==> src/rtl/uart_rx_ctrl.sv <==
// uart_rx_ctrl: UART receiver, 2-flop rx synchroniser, start-bit validation and mid-bit sampling.
// Define UART_RX_PARITY_EN to add an even-parity bit between the data bits and the stop bit.
module uart_rx_ctrl #(
  parameter int DATA_BITS  = 8,
  parameter int OVERSAMPLE = 16
) (
  input  logic                 sys_clk,
  input  logic                 rst,
  input  logic                 sample_tick,
  input  logic                 rx,
  output logic [DATA_BITS-1:0] rx_data,
  output logic                 rx_valid,
  output logic                 frame_err,
  output logic                 parity_err,
  output logic                 busy,
  output logic [2:0]           state_dbg
);
  localparam int TW = $clog2(OVERSAMPLE);
  localparam int BW = $clog2(DATA_BITS);
  localparam logic [TW-1:0] T_MID  = TW'(OVERSAMPLE / 2 - 1);
  localparam logic [TW-1:0] T_END  = TW'(OVERSAMPLE - 1);
  localparam logic [BW-1:0] B_LAST = BW'(DATA_BITS - 1);

  typedef enum logic [2:0] {
    S_IDLE   = 3'd0,
    S_START  = 3'd1,
    S_DATA   = 3'd2,
    S_PARITY = 3'd3,
    S_STOP   = 3'd4,
    S_BREAK  = 3'd5
  } state_t;

  // Output contract: rx_valid / frame_err / parity_err are single-cycle strobes with no
  // back-pressure; rx_data is stable from the rx_valid cycle until the next rx_valid.
  logic                 rx_meta_q, rx_s_q;
  state_t               state_q, state_d;
  logic [TW-1:0]        tcnt_q, tcnt_d;
  logic [BW-1:0]        bcnt_q, bcnt_d;
  logic [DATA_BITS-1:0] shreg_q, shreg_d;
  logic [DATA_BITS-1:0] rx_data_q, rx_data_d;
  logic                 rx_valid_q, rx_valid_d;
  logic                 frame_err_q, frame_err_d;
`ifdef UART_RX_PARITY_EN
  logic                 par_bad_q, par_bad_d;
  logic                 parity_err_q, parity_err_d;
`endif

  always_comb begin
    state_d     = state_q;
    tcnt_d      = tcnt_q;
    bcnt_d      = bcnt_q;
    shreg_d     = shreg_q;
    rx_data_d   = rx_data_q;
    rx_valid_d  = 1'b0;
    frame_err_d = 1'b0;
`ifdef UART_RX_PARITY_EN
    par_bad_d    = par_bad_q;
    parity_err_d = 1'b0;
`endif
    case (state_q)
      S_IDLE: begin
        if (sample_tick && !rx_s_q) begin
          state_d = S_START;
          tcnt_d  = '0;
        end
      end
      S_START: begin
        if (sample_tick) begin
          if (tcnt_q == T_MID) begin
            // A start bit still low at its centre is genuine; anything else was a glitch.
            if (!rx_s_q) begin
              state_d = S_DATA;
              tcnt_d  = '0;
              bcnt_d  = '0;
            end else begin
              state_d = S_IDLE;
            end
          end else begin
            tcnt_d = tcnt_q + 1'b1;
          end
        end
      end
      S_DATA: begin
        if (sample_tick) begin
          if (tcnt_q == T_END) begin
            shreg_d = {rx_s_q, shreg_q[DATA_BITS-1:1]};
            tcnt_d  = '0;
            if (bcnt_q == B_LAST) begin
              bcnt_d = '0;
`ifdef UART_RX_PARITY_EN
              state_d = S_PARITY;
`else
              state_d = S_STOP;
`endif
            end else begin
              bcnt_d = bcnt_q + 1'b1;
            end
          end else begin
            tcnt_d = tcnt_q + 1'b1;
          end
        end
      end
`ifdef UART_RX_PARITY_EN
      S_PARITY: begin
        if (sample_tick) begin
          if (tcnt_q == T_END) begin
            par_bad_d = rx_s_q ^ (^shreg_q);
            tcnt_d    = '0;
            state_d   = S_STOP;
          end else begin
            tcnt_d = tcnt_q + 1'b1;
          end
        end
      end
`endif
      S_STOP: begin
        if (sample_tick) begin
          if (tcnt_q == T_END) begin
            tcnt_d = '0;
`ifdef UART_RX_PARITY_EN
            parity_err_d = par_bad_q;
`endif
            if (rx_s_q) begin
              rx_data_d  = shreg_q;
              rx_valid_d = 1'b1;
              state_d    = S_IDLE;
            end else begin
              frame_err_d = 1'b1;
              state_d     = S_BREAK;
            end
          end else begin
            tcnt_d = tcnt_q + 1'b1;
          end
        end
      end
      S_BREAK: begin
        if (rx_s_q) state_d = S_IDLE;
      end
      default: state_d = S_IDLE;
    endcase
  end

  always_ff @(posedge sys_clk) begin
    if (rst) begin
      rx_meta_q   <= 1'b1;
      rx_s_q      <= 1'b1;
      state_q     <= S_IDLE;
      tcnt_q      <= '0;
      bcnt_q      <= '0;
      shreg_q     <= '0;
      rx_data_q   <= '0;
      rx_valid_q  <= 1'b0;
      frame_err_q <= 1'b0;
`ifdef UART_RX_PARITY_EN
      par_bad_q    <= 1'b0;
      parity_err_q <= 1'b0;
`endif
    end else begin
      rx_meta_q   <= rx;
      rx_s_q      <= rx_meta_q;
      state_q     <= state_d;
      tcnt_q      <= tcnt_d;
      bcnt_q      <= bcnt_d;
      shreg_q     <= shreg_d;
      rx_data_q   <= rx_data_d;
      rx_valid_q  <= rx_valid_d;
      frame_err_q <= frame_err_d;
`ifdef UART_RX_PARITY_EN
      par_bad_q    <= par_bad_d;
      parity_err_q <= parity_err_d;
`endif
    end
  end

  assign rx_data   = rx_data_q;
  assign rx_valid  = rx_valid_q;
  assign frame_err = frame_err_q;
`ifdef UART_RX_PARITY_EN
  assign parity_err = parity_err_q;
`else
  assign parity_err = 1'b0;
`endif
  assign busy      = (state_q != S_IDLE);
  assign state_dbg = state_q;

endmodule

==> config.mk <==
export PLATFORM = sky130hd
export DESIGN_NAME = uart_rx_ctrl
export DESIGN_NICKNAME = d
export VERILOG_FILES = /design/src/rtl/uart_rx_ctrl.sv
export SDC_FILE = /design/constraint.sdc
export NUM_CORES = 1
export LEC_CHECK = 0
export ABC_CLOCK_PERIOD_IN_PS = 3890
export CORE_MARGIN = 4
export CORE_UTILIZATION = 57
export DETAILED_ROUTE_END_ITERATION = 10
export PLACE_DENSITY = 0.93
export REMOVE_ABC_BUFFERS = 1
export SETUP_SLACK_MARGIN = 0.5
export SLEW_MARGIN = 30
export SYNTH_ARGS = -nofsm -noshare
export SYNTH_HDL_FRONTEND = slang
export SYNTH_SLANG_ARGS = --single-unit
==> constraint.sdc <==
create_clock -name sys_clk -period 3.89 [get_ports sys_clk]
set_input_delay 0.5835 -clock sys_clk [delete_from_list [all_inputs] [get_ports sys_clk]]
set_output_delay 0.5835 -clock sys_clk [all_outputs]
set_load 0.02 [all_outputs]
==> flow_metrics.env <==
export IMPL_status="complete, no violations"
export IMPL_grt_pass1_vias=1027
export IMPL_rows=17
export IMPL_cap_violations=0
export IMPL_route_detailed_drc=0
export IMPL_period_minus_slack_ps=2430
export IMPL_leakage_nw=0.658
export IMPL_syn_cell_area_mm2=0.00139
export IMPL_grt_max_degree=23
export IMPL_switching_share_pct=22.2
export IMPL_vias=1106
export IMPL_crit_arrival_ps=1840
export IMPL_cts_root_buf="clkbuf_4"
export IMPL_clkSinkCount=30
export IMPL_clk_pin_slew_ps=90
export IMPL_clock_skew_ps=13.4
export IMPL_die_y_um=57.4
export IMPL_layout_nets=170
export IMPL_ys_seq_area_share_pct=43.2
export IMPL_area_growth_pct=14.7
export IMPL_tns_ps=0
export IMPL_ys_async_sr_fraction_pct=0
export IMPL_avgSynthCellArea_um2=9.21
export IMPL_post_drt_via_cell_ratio=5.76
export IMPL_die_area_mm2=0.00330
export IMPL_synthTopCellsByArea="dfxtp_1, mux2i_1, nor2_1, ha_1, buf_2"
export IMPL_first_pass_iters=4
export IMPL_seqPwrFrac_pct=59.8
export IMPL_ys_flop_type="dfxtp_1"
export IMPL_path_cells="or3_1, clkdlybuf4s50_1"
export IMPL_intPower_mw=0.405
export IMPL_io_pin_count=19
export IMPL_maxSlewHeadroom_pct=58.7
export IMPL_insertion_delay_ps=320
export IMPL_timing_final_ws_setup_ps=1460
export IMPL_postCtsHoldBufs=0
export IMPL_criticalPathCategory="reg2out"
export IMPL_slowest_delay_ps=730
export IMPL_initial_core_util_pct=61.1
export IMPL_drive_gt1_share_pct=8.54
export IMPL_synth_edf_count=0
export IMPL_ys_seq_elements=30
export IMPL_synth_distinct_cells=44
export IMPL_yosysTopAreaCellShare_pct=43.2
export IMPL_switching_power_mw=0.115
export IMPL_start_kind="flop"
export IMPL_cts_setup_buffers=0
export IMPL_place_ws_ps=1270
export IMPL_max_freq_mhz=412
export IMPL_rsz0062_at_grt="no"
export IMPL_mostFrequentLayoutCell="dfxtp_1"
export IMPL_ir_worst_vdd_mv=0.300
export IMPL_drt_iter0_drc=22
export IMPL_p_comb_share_pct=4.0
export IMPL_multi_input_area_um2=703
export IMPL_cts_tree="built"
export IMPL_clock_path_buffers=2
export IMPL_yosysWarnings=0
export IMPL_fill_cells=166
export IMPL_crit_fanout=20
export IMPL_place_congestion=0.831
export IMPL_wl_per_cell_um=13.9
export IMPL_slowest_stage="dfxtp_1"
export IMPL_totalWireLength_um=2670
export IMPL_h_tree_depth=2
export IMPL_hold_violations=0
export IMPL_cts_buffers=5
export IMPL_final_cell_mix="dfxtp_1, nor2_1, mux2i_1"
export IMPL_grt_overflow=0
export IMPL_grt_pass1_wl_um=4650
export IMPL_register_area_um2=601
export IMPL_slew_viol_final=0
export IMPL_worstPathRequired_ps=3310
export IMPL_drtAntennaViolNets=0
export IMPL_critPathCaptureType="primary output"
export IMPL_antenna_cells=0
export IMPL_core_area_mm2=0.00228
export IMPL_post_cts_resized=0
export IMPL_netlist_instances=151
export IMPL_fin_crit_sh_pct=62.4
export IMPL_worst_pin_slew_ps=619
export IMPL_powerDensity_mw_per_mm2=326
export IMPL_p_clk_share_pct=36.2
export IMPL_die_x_um=57.4
export IMPL_antenna_found_initial=0
export IMPL_port_buffers=17
export IMPL_grt_util_all_layers_pct=18.3
export IMPL_yosys_area_top_type="dfxtp_1"
export IMPL_finalSetupViolations=0
export IMPL_hp_class="reg2reg"
export IMPL_hpwl_um=1890
-- per-stage QoR --
stage / cells / area, um^2 / hold slack, ps / power, mW / util (%)
2_1_floorplan: 138 / 1320 / 389 / 0.327 / -
6_report: 192 / 1600 / 435 / 0.520 / 70.1
3_5_place_dp: 184 / 1540 / 408 / 0.339 / 67.5
4_1_cts: 192 / 1600 / 437 / 0.526 / 70.1
3_3_place_gp: 184 / 1540 / 391 / 0.338 / 67.5
5_1_grt: 192 / 1600 / 472 / 0.547 / 70.1
-- flip-flops by register name, summed over array words and instances, names as in the netlist --
signal	cells
rx_valid	1
rx_meta_q	1
rx_s_q	1
tcnt_q	4
bcnt_q	3
shreg_q	8
state_dbg	3
rx_data	8
frame_err	1
-- kinds of logic (layout without fill, tap and decap cells) --
| group | count (synthesis) | count (layout) | share of synthesized area, % |
|---|---|---|---|
| compound gates | 22 | 22 | 12.1 |
| xor+xnor | 2 | 2 | 1.26 |
| fa+ha+maj | 3 | 3 | 2.70 |
| buf+inv | 18 | 31 | 6.29 |
| flops | 30 | 30 | 43.2 |
| mux | 18 | 18 | 12.9 |
| other cells | 1 | 1 | 0.270 |
| simple gates | 57 | 57 | 21.3 |
-- power groups by stage --
stage	Sequential (mW)	Clock, mW	Combinational, mW
finish	0.311	0.188	0.0210
global route	0.311	0.212	0.0233
CTS	0.311	0.194	0.0210
detailed placement	0.318	0	0.0210
global placement	0.318	0	0.0203
floorplan	0.317	0	0.00910
-- final timing paths --
check	startpoint	end	slack, ps	cells past startpoint
min reg2reg	rx_meta_q	rx_s_q	430	1
max reg2reg	tcnt_q[0]	rx_data[4]	1850	5
min	rx_meta_q	rx_s_q	430	1
max	state_dbg[2]	busy	1460	2
-- cell type report --
class	instances	share of cell area, %
Sequential cell	30	37.6
Clock buffer	7	3.45
Multi-Input combinational cell	103	44.1
Inverter	5	1.18
Tap cell	28	2.20
Timing Repair Buffer	18	11.1
Clock inverter	1	0.314
-- synth_stat cells, drive strengths merged, types with 2 or more instances --
cell type / number
nor3: 4
or2: 3
nand3: 3
or3: 4
nand2b: 3
nand4: 3
nand2: 3
buf: 8
nor2: 25
mux2i: 18
ha: 3
inv: 5
clkbuf: 5
o221ai: 2
a21oi: 4
dfxtp: 30
o32ai: 2
o21ai: 5
-- routing by layer --
layer	global-route usage (%)	vias to the layer above	part of all wire, %
li1	-	557	-
met2	26.6	33	49
met1	23.6	512	44
met4	10.3	0	1.9
met5	0	-	0
met3	6.11	4	5.2
-- worst max-delay path, delay by kind of cell, from the launching register on --
family / cells / cell delay [ps]
buffers and inverters: 1 / 590
flip-flops: 1 / 730
AND/OR/NAND/NOR: 1 / 200
Power figures use the tool's default switching activity.
